### config.mk
export PLATFORM = sky130hd
export DESIGN_NAME = trapez_peak_reader
export DESIGN_NICKNAME = d
export VERILOG_FILES = /design/src/rtl/trapez_peak_reader.sv
export SDC_FILE = /design/constraint.sdc
export NUM_CORES = 1
export LEC_CHECK = 0
export BUFFER_PORTS_ARGS = -buffer_cell sky130_fd_sc_hd__buf_2
export CORE_MARGIN = 2
export CORE_UTILIZATION = 40
export CTS_CLUSTER_DIAMETER = 40
export CTS_CLUSTER_SIZE = 24
export DETAILED_ROUTE_END_ITERATION = 6
export GPL_TIMING_DRIVEN = 0
export PLACE_DENSITY = 0.64
export SYNTH_ARGS = -nofsm -noshare
export SYNTH_HDL_FRONTEND = slang
export SYNTH_SLANG_ARGS = --single-unit
### constraint.sdc
create_clock -name clk -period 8.9 [get_ports clk]
set_input_delay 0 -clock clk [delete_from_list [all_inputs] [get_ports clk]]
set_output_delay 0 -clock clk [all_outputs]
set_load 0.005 [all_outputs]
### src/rtl/trapez_peak_reader.sv
// Per-channel trapezoid peak reader: detects a pulse against a threshold and averages its flat-top.
// Each pulse becomes an amplitude/timestamp event in a small output FIFO with a valid/ready handshake.
//
// state | meaning
// IDLE  | waiting for a sample above threshold
// RISE  | skipping the ramp samples after the crossing
// FLAT  | accumulating the flat-top samples
// TAIL  | waiting for the pulse to fall back to threshold
module trapez_peak_reader #(
  parameter int FULL_SIZE    = 28,
  parameter int RISE_SAMPLES = 2,
  parameter int FLAT_SHIFT   = 1,
  parameter int MAX_TAIL     = 16,
  parameter int TS_SIZE      = 32,
  parameter int FIFO_DEPTH   = 4
) (
  input  logic                        clk,
  input  logic                        reset_n,
  input  logic                        in_valid,
  input  logic signed [FULL_SIZE-1:0] in_data,
  input  logic signed [FULL_SIZE-1:0] threshold,
  output logic                        out_valid,
  input  logic                        out_ready,
  output logic signed [FULL_SIZE-1:0] out_amplitude,
  output logic [TS_SIZE-1:0]          out_timestamp,
  output logic                        out_pileup,
  output logic [15:0]                 abort_cnt,
  output logic [15:0]                 drop_cnt
);

  localparam int FLAT_SAMPLES = 2 ** FLAT_SHIFT;
  localparam int ACC_W        = FULL_SIZE + FLAT_SHIFT;
  localparam int CNT_W        = 16;
  localparam int TAIL_W       = $clog2(MAX_TAIL + 1);
  localparam int AW           = $clog2(FIFO_DEPTH);
  localparam int PTR_W        = AW + 1;
  localparam logic [CNT_W-1:0]  RISE_LAST = CNT_W'(RISE_SAMPLES);
  localparam logic [CNT_W-1:0]  FLAT_LAST = CNT_W'(FLAT_SAMPLES);
  localparam logic [TAIL_W-1:0] TAIL_LAST = TAIL_W'(MAX_TAIL);

  typedef enum logic [1:0] {IDLE, RISE, FLAT, TAIL} state_t;

  state_t                      state;
  logic signed [FULL_SIZE-1:0] thr_l;
  logic [TS_SIZE-1:0]          ts_l;
  logic [TS_SIZE-1:0]          ts_cnt;
  logic [CNT_W-1:0]            cnt;
  logic [TAIL_W-1:0]           tail_cnt;
  logic signed [ACC_W-1:0]     acc;
  logic signed [FULL_SIZE-1:0] amp_l;
  logic                        pile_l;
  logic                        push_req;

  logic signed [ACC_W-1:0] din_ext, acc_sum, acc_avg;
  logic [CNT_W-1:0]        cnt_inc;
  logic [TAIL_W-1:0]       tail_inc;
  logic                    above;

  assign din_ext  = ACC_W'(in_data);
  assign acc_sum  = acc + din_ext;
  assign acc_avg  = acc_sum >>> FLAT_SHIFT;
  assign cnt_inc  = cnt + 1'b1;
  assign tail_inc = tail_cnt + 1'b1;
  assign above    = in_data > thr_l;

  always_ff @(posedge clk or negedge reset_n) begin
    if (!reset_n) ts_cnt <= '0;
    else          ts_cnt <= ts_cnt + 1'b1;
  end

  always_ff @(posedge clk or negedge reset_n) begin
    if (!reset_n) begin
      state     <= IDLE;
      thr_l     <= '0;
      ts_l      <= '0;
      cnt       <= '0;
      tail_cnt  <= '0;
      acc       <= '0;
      amp_l     <= '0;
      pile_l    <= 1'b0;
      push_req  <= 1'b0;
      abort_cnt <= '0;
    end else begin
      push_req <= 1'b0;
      if (in_valid) begin
        case (state)
          IDLE: if (in_data > threshold) begin
            thr_l    <= threshold;
            ts_l     <= ts_cnt;
            pile_l   <= 1'b0;
            tail_cnt <= '0;
            acc      <= '0;
            if (RISE_LAST == CNT_W'(1)) begin
              cnt   <= '0;
              state <= FLAT;
            end else begin
              cnt   <= CNT_W'(1);
              state <= RISE;
            end
          end
          RISE: if (!above) begin
            if (abort_cnt != 16'hFFFF) abort_cnt <= abort_cnt + 1'b1;
            state <= IDLE;
          end else if (cnt_inc == RISE_LAST) begin
            cnt   <= '0;
            acc   <= '0;
            state <= FLAT;
          end else begin
            cnt <= cnt_inc;
          end
          FLAT: if (!above) begin
            if (abort_cnt != 16'hFFFF) abort_cnt <= abort_cnt + 1'b1;
            state <= IDLE;
          end else if (cnt_inc == FLAT_LAST) begin
            acc      <= acc_sum;
            amp_l    <= acc_avg[FULL_SIZE-1:0];
            cnt      <= '0;
            tail_cnt <= '0;
            state    <= TAIL;
          end else begin
            acc <= acc_sum;
            cnt <= cnt_inc;
          end
          TAIL: if (above) begin
            // tail counter saturates; pile-up flag stays set until the push
            if (tail_cnt != TAIL_LAST) tail_cnt <= tail_inc;
            if (tail_inc == TAIL_LAST) pile_l <= 1'b1;
          end else begin
            push_req <= 1'b1;
            state    <= IDLE;
          end
          default: state <= IDLE;
        endcase
      end
    end
  end

  logic signed [FULL_SIZE-1:0] mem_amp  [FIFO_DEPTH];
  logic [TS_SIZE-1:0]          mem_ts   [FIFO_DEPTH];
  logic                        mem_pile [FIFO_DEPTH];
  logic [PTR_W-1:0]            wr_ptr, rd_ptr;
  logic                        full, empty, pop, push, drop;

  assign empty = wr_ptr == rd_ptr;
  assign full  = (wr_ptr ^ rd_ptr) == {1'b1, {AW{1'b0}}};
  assign pop   = out_valid && out_ready;
  // a simultaneous pop frees the slot the push writes into
  assign push  = push_req && (!full || pop);
  assign drop  = push_req && full && !pop;

  assign out_valid     = !empty;
  assign out_amplitude = mem_amp[rd_ptr[AW-1:0]];
  assign out_timestamp = mem_ts[rd_ptr[AW-1:0]];
  assign out_pileup    = mem_pile[rd_ptr[AW-1:0]];

  always_ff @(posedge clk or negedge reset_n) begin
    if (!reset_n) begin
      wr_ptr   <= '0;
      rd_ptr   <= '0;
      drop_cnt <= '0;
      for (int i = 0; i < FIFO_DEPTH; i++) begin
        mem_amp[i]  <= '0;
        mem_ts[i]   <= '0;
        mem_pile[i] <= 1'b0;
      end
    end else begin
      if (push) begin
        mem_amp[wr_ptr[AW-1:0]]  <= amp_l;
        mem_ts[wr_ptr[AW-1:0]]   <= ts_l;
        mem_pile[wr_ptr[AW-1:0]] <= pile_l;
        wr_ptr <= wr_ptr + 1'b1;
      end
      if (pop) rd_ptr <= rd_ptr + 1'b1;
      if (drop && drop_cnt != 16'hFFFF) drop_cnt <= drop_cnt + 1'b1;
    end
  end

endmodule

==> flow_summary.toml, run 1 <==
[status]
outcome = "finished, final reports clean"

[layout]
n_fill_cell = 4810
nets = 2269
final_layout_size_suffix_gt1_share_pct = 30.9
n_antenna_cell = 0
area_growth_pct = 21.1

[floorplan]
core_area_um2 = 55200
rows = 86
die_area_um2 = 57800
die_y_um = 240
num_io_pins = 154
die_w_um = 240
initial_utilization_pct = 40.5

[placement]
place_hpwl_um = 36600
io_buffers = 153
gp_congestion = 0.844
preCtsSetupSlack_ns = 4.82

[detailed_routing]
met1_length_um = 23200
top_layer_used = "met4"
remaining_drc_errors = 0
ant_nets = 0
met3_length_um = 2070
routed_wl_um = 51300
drtPass1Iterations = 5
wl_met2_um = 25000
via_per_inst = 5.22
detail_route.wl_per_cell_um = 17.6
vias = 15200
first_iter_violations = 750

[sta]
fin_ws_ns = 4.97
hold_viol = 0
final.period_utilization_pct = 44.2
period_minus_slack_ns = 3.93
rsz0062_at_grt = "false"
setup_viol = 0
worst_pin_slew_ns = 0.997
holdWs_ns = 0.0291
fin_skew_ns = 0.0292
slew_viol_final = 0
clock.fmax_mhz = 254
slew_headroom_pct = 33.6

[synth]
synth-seq-cells = 456
synth_ff_type = "dfrtp_1"
synth_edf_count = 0
mappedNetlistNets = 2001
ys_top_cells_by_area = "dfrtp_1 (51%), mux2_2 (15%), mux4_2 (6.1%), ha_1 (5.7%), nand2_1 (2.9%)"
synthMostInstantiatedCell = "dfrtp_1"
netlist_top_cells_count = "dfrtp_1 (456), mux2_2 (289), nand2_1 (175)"
yosysSeqAreaShare_pct = 51.0
yosys.area.top_type = "dfrtp_1"
yosys_warnings = 0
synth_cell_types = 65
async_flop_share_pct = 100
yosysTopAreaCellShare_pct = 51.0
syn_area_per_cell_um2 = 12.2
syn_inst = 1838
synth_area_um2 = 22400

[grt]
grt_usage_pct = 18.3
antenna_found_initial = 1
grt_first_pass_wirelength_um = 82700
overflow = 0
grt_max_degree = 127
grt_pass1_vias = 15600

[power]
max-vdd-ir-drop_v = 0.000131
p_per_area_nw_per_um2 = 261
leakage_uw = 0.0133

[clock_tree]
cts_tree = "yes"
cts.clk_slew.worst_paths_ns = 0.05
cts.sinks = 456
ctsResizeCount = 0
hold_buffers = 34
numCtsBuffers = 76
clockBufferDepth = 3
h-tree-depth = 3
clk_latency_ns = 0.62
post-cts-setup-buffers = 0
cts.root.buffer_cell = "clkbuf_16"

[setup_path]
worstPathRequired_ns = 9.42
endpoint_kind = "flip-flop"
critPathKind = "in2reg"
max_stage_delay_ns = 0.76
path_cells = "dlygate4sd3_1 > buf_2 > inv_1 > ha_1 > nand4_1 > nor4_1 > a21oi_1 > xor2_1 > nand4_1 > clkbuf_1 > clkbuf_1 > nand2_1 > o21ai_0"
critPathMaxFanout = 10
slowest_stage = "clkbuf_1"
startpoint_type = "input pin"
arrival_ns = 4.45

[hold_path]
hold_path.class = "in2reg"

[flow_run]
maxCapViolations = 0
## layout by cell type, fill, tap and decap left out, types with 61 or more instances in the layout
master and n:
a21oi_1 63, ha_1 102, nand2_1 175, inv_1 81
buf_2 160, clkbuf_16 76, mux2_2 289, dfrtp_1 456
o21ai_0 99, mux4_2 61
## logic make-up (layout without fill, tap and decap cells)
family                   count (synthesis)  count (layout)  synth area share, %
flip-flops                             456             456                 51.0
XOR/XNOR                                96              96                 3.76
multiplexers                           351             351                 20.7
adder cells (fa/ha/maj)                103             103                 5.80
AND/OR/NAND/NOR                        417             417                 9.00
AO/OA/AOI/OAI                          260             260                 6.98
buffers and inverters                  155             484                 2.68
## through the flow
| step | utilization, % | cell area, um2 | instances | setup TNS [ns] | total power (uW) |
|---|---|---|---|---|---|
| after floorplan | - | 22400 | 1838 | 0 | 3680 |
| after global placement | 43.6 | 24100 | 2739 | -413.25 | 4160 |
| after detailed placement | 43.8 | 24200 | 2742 | 0 | 4230 |
| after CTS | 49.0 | 27100 | 2915 | 0 | 7160 |
| after global routing | 49.0 | 27100 | 2915 | 0 | 7490 |
| final | 49.0 | 27100 | 2915 | 0 | 7080 |
## layer usage
| layer | vias to the layer above | track usage (%) |
|---|---|---|
| met5 | - | 0 |
| met4 | 0 | 5.65 |
| met3 | 70 | 3.07 |
| met2 | 301 | 30.4 |
| met1 | 7641 | 24.4 |
| li1 | 7214 | - |
## power breakdown
part           switching (uW)  leakage [uW]  internal, uW  total, uW
clock network            1100       0.00124          1790       2890
logic                    1040       0.00575           674       1710
registers                 173       0.00626          2300       2480
## layout make-up
class	instances	area, um2	area share, %
flip-flops and latches	456	11400	42.2
inverters	81	304	1.12
clock buffers	87	2020	7.47
multi-input cells	1227	10300	38.2
clock inverters	52	551	2.03
plain buffers	74	295	1.09
well taps	748	936	3.46
repair buffers	190	1200	4.43
## sequential cells by signal, indices dropped and copies added (netlist names)
name and flops:
drop_cnt 16, mem_ts 128, tail_cnt 5, push_req 1, acc 29, mem_amp 112
thr_l 28, wr_ptr 3, cnt 16, amp_l 28, rd_ptr 3, ts_l 32
pile_l 1, state 2, abort_cnt 16, ts_cnt 32, mem_pile 4
## worst max-delay path, delay by kind of cell
family / cells / cell delay [ns]
xor+xnor: 1 / 0.17
simple gates: 4 / 1.64
fa+ha+maj: 1 / 0.42
compound gates: 2 / 0.28
buf+inv: 5 / 1.92
## worst paths after layout
path	from	to	slack [ns]	depth (start not counted)
setup / recovery	threshold[27]	thr_l[18]$_DFFE_PN0P_	4.97	13
hold / removal	in_data[24]	acc[24]$_DFFE_PN0P_	0.03	4
setup reg to reg	thr_l[27]$_DFFE_PN0P_	cnt[9]$_DFFE_PN0P_	5.17	11
hold reg to reg	ts_cnt[31]$_DFF_PN0_	ts_cnt[31]$_DFF_PN0_	0.47	1
max in group asynchronous	reset_n	cnt[2]$_DFFE_PN0P_	7.65	3
min in group asynchronous	reset_n	drop_cnt[4]$_DFFE_PN0P_	0.07	2
Note: power is estimated with default switching activity, not from simulation.
==> run 2: changes to the inputs <==
--- a/config.mk
+++ b/config.mk
@@ -5,6 +5,7 @@
 export SDC_FILE = /design/constraint.sdc
 export NUM_CORES = 1
 export LEC_CHECK = 0
+export ABC_AREA = 1
 export BUFFER_PORTS_ARGS = -buffer_cell sky130_fd_sc_hd__buf_2
 export CORE_MARGIN = 2
 export CORE_UTILIZATION = 40
@@ -12,7 +13,7 @@
 export CTS_CLUSTER_SIZE = 24
 export DETAILED_ROUTE_END_ITERATION = 6
 export GPL_TIMING_DRIVEN = 0
-export PLACE_DENSITY = 0.64
+export PLACE_DENSITY = 0.66
 export SYNTH_ARGS = -nofsm -noshare
 export SYNTH_HDL_FRONTEND = slang
 export SYNTH_SLANG_ARGS = --single-unit
==> constraint.sdc (replaced) <==
create_clock -name clk -period 3.6 [get_ports clk]
set_input_delay 0 -clock clk [delete_from_list [all_inputs] [get_ports clk]]
set_output_delay 0 -clock clk [all_outputs]
set_load 0.005 [all_outputs]
==> run 2 against run 1 <==
The flow now finishes with violations (hold timing); total power rose to 2.7 times the previous value; critical path depth down 7; sequential share of layout area down 1.5 points; critical endpoint is now out_amplitude[2]; largest cell class unchanged.
==> flow_summary.toml, run 2 <==
[status]
outcome = "finished with violations"
violations = "hold timing"

[sta]
slew_headroom_pct = 46.0
setup_tns_ns = 0
holdWs_ns = -0.0211
fin_skew_ns = 0.0275
hold_viol = 4
final.period_utilization_pct = 93.9
slew_viol_final = 0
clock.fmax_mhz = 296
worst_pin_slew_ns = 0.807
rsz0062_at_grt = "false"
setup_viol = 0
period_minus_slack_ns = 3.38

[layout]
final_layout_size_suffix_gt1_share_pct = 19.9
top_register = "mem_ts"
n_antenna_cell = 0
area_growth_pct = 18.5
final_cell_mix = "nand2_1 (519), dfrtp_1 (456), nor2_1 (281), mux2_2 (244), o21ai_0 (236)"
mostFrequentLayoutCell = "nand2_1"
final_util_pct = 47.7
largest_reg_flops = 128
n_fill_cell = 5570
largestRegisters = "mem_ts: 128 flops, mem_amp: 112 flops"
nets = 3012

[floorplan]
num_io_pins = 154
die_w_um = 247
core_area_um2 = 58800
die_area_um2 = 61200
rows = 89
die_y_um = 247
initial_utilization_pct = 40.3

[detailed_routing]
drtPass1Iterations = 5
ant_nets = 0
met3_length_um = 2970
vias = 18900
routed_wl_um = 62000
detail_route.wl_per_cell_um = 16.9
wl_met2_um = 28900
top_layer_used = "met4"
first_iter_violations = 1217
remaining_drc_errors = 0
met1_length_um = 28900
via_per_inst = 5.13

[placement]
place_hpwl_um = 44100
gp_congestion = 0.930
io_buffers = 153

[clock_tree]
clockBufferDepth = 3
cts.clk_slew.worst_paths_ns = 0.06
numCtsBuffers = 59
cts_tree = "yes"
clk_latency_ns = 0.64
post-cts-setup-buffers = 0
cts.root.buffer_cell = "clkbuf_16"
h-tree-depth = 2
cts.sinks = 456

[power]
max-vdd-ir-drop_v = 0.000419
clkPwrFrac_pct = 32.7
leakage_uw = 0.0142
p_per_area_nw_per_um2 = 680
pwr-share-comb_pct = 33.7
swShare_pct = 39.0
pwr-share-seq_pct = 33.6
internal_power_uw = 11600
p_sw_uw = 7450

[setup_path]
path_cells = "inv_1 > clkbuf_1 > clkbuf_1 > nor2_1 > o22ai_1 > buf_2"
critPathMaxFanout = 10
worstPathRequired_ns = 3.60
critPathKind = "reg2out"
cp.depth = 6
arrival_ns = 3.38
r2r.worst_path.cells = 14
cp_top_family = "buffers and inverters"
endpoint_kind = "primary output"
startpoint_type = "flip-flop"
cp_num_buf_inv = 4
max_stage_delay_ns = 0.56
crit_top_cell = "clkbuf_1"
slowest_stage = "clkbuf_1"

[synth]
ys_top_cells_by_area = "dfrtp_1 (48%), mux2_2 (12%), nand2_1 (8.2%), ha_1 (5.4%), o21ai_0 (5.0%)"
syn_area_per_cell_um2 = 9.14
yosys_warnings = 0
mappedNetlistNets = 2756
yosys.area.top_type = "dfrtp_1"
synth-seq-cells = 456
netlist_top_cells_count = "nand2_1 (519), dfrtp_1 (456), nor2_1 (281)"
synth_cell_types = 43
synth_ff_type = "dfrtp_1"
yosysSeqAreaShare_pct = 48.2
yosysTopAreaCellShare_pct = 48.2
syn_inst = 2593
async_flop_share_pct = 100
synth_area_um2 = 23700
synthMostInstantiatedCell = "nand2_1"
synth_edf_count = 0

[grt]
grt_first_pass_wirelength_um = 101000
grt_max_degree = 121
grt_pass1_vias = 18800
overflow = 0
antenna_found_initial = 1
grt_usage_pct = 20.7

[hold_path]
hold_path.class = "in2async"

[flow_run]
maxCapViolations = 0
[run 2: cell types whose count changed in the layout (fill, tap and decap cells not counted), moves of 22 or more]
cell,delta
mux4_2,-61
nand3_1,+51
buf_2,+34
o21ai_0,+137
nand2_1,+344
nor2_1,+225
inv_1,+128
mux2_2,-45
o22ai_1,+61
o31ai_1,-22
xnor2_1,-33
buf_1,-28
[run 2: what timing repair did]
action,CTS,global route
gates resized for setup,0,2
endpoints found under the hold margin,186,0
endpoints found under the setup margin,0,52
hold buffers,38,0
[run 2: tightest hold or removal path, cell delays in order]
cell and delay, ns:
dlygate4sd3_1 0.56, buf_8 0.11, buf_16 0.36
[run 2: path summary, 6_finish.rpt]
path | startpoint | end | slack [ns]
worst max register to register | thr_l[27]$_DFFE_PN0P_ | amp_l[15]$_DFFE_PN0P_ | 0.41
worst min register to register | ts_cnt[0]$_DFF_PN0_ | ts_cnt[0]$_DFF_PN0_ | 0.46
max in group asynchronous | reset_n | cnt[4]$_DFFE_PN0P_ | 2.11
worst min-delay path | reset_n | drop_cnt[2]$_DFFE_PN0P_ | -0.02
min in group clk | in_data[22] | amp_l[21]$_DFFE_PN0P_ | 0.04
worst max-delay path | rd_ptr[0]$_DFFE_PN0P_ | out_amplitude[2] | 0.22
[run 2: cell type report]
type                            instances  area [um2]  area share [%]
Timing Repair Buffer                  195        1270            4.51
Sequential cell                       456       11400            40.7
Inverter                              211         792            2.82
Clock inverter                         44         582            2.07
Clock buffer                           67        1560            5.54
Tap cell                              773         967            3.45
Buffer                                104         477            1.70
Multi-Input combinational cell       1822       11000            39.3
[run 2: routing by layer]
layer,vias to the layer above,GRT usage [%]
met4,0,5.76
met1,9193,29.0
met5,-,0
met2,396,33.7
li1,9191,-
met3,71,2.81
[run 2: logic make-up (layout without fill, tap and decap cells)]
kind of cell | after synthesis | after routing | share of synthesized area (%)
xor+xnor | 83 | 83 | 3.07
simple gates | 1018 | 1018 | 17.9
buf+inv | 315 | 621 | 5.36
mux | 244 | 244 | 11.6
compound gates | 374 | 374 | 8.46
flops | 456 | 456 | 48.2
fa+ha+maj | 103 | 103 | 5.47
[run 2: power by group through the flow]
stage / Clock, uW / Sequential [uW] / Combinational (uW)
2_1_floorplan: 0 / 6270 / 4020
3_3_place_gp: 0 / 6460 / 6340
3_5_place_dp: 0 / 6480 / 6430
4_1_cts: 6360 / 6400 / 6500
5_1_grt: 6600 / 6510 / 7270
6_report: 6240 / 6410 / 6440
[run 2: per-stage QoR]
step,hold WS [ns],instance area [um2],instances,setup WS (ns),total power [uW]
3_5_place_dp,0.0994,25500,3523,0.0341,12900
6_report,-0.0211,28100,3672,0.221,19100
4_1_cts,0.0171,28100,3672,0.149,19300
3_3_place_gp,0.274,25400,3519,-6.89,12800
2_1_floorplan,-0.296,23700,2593,1.36,10300
5_1_grt,0.0547,28100,3672,0.0681,20400
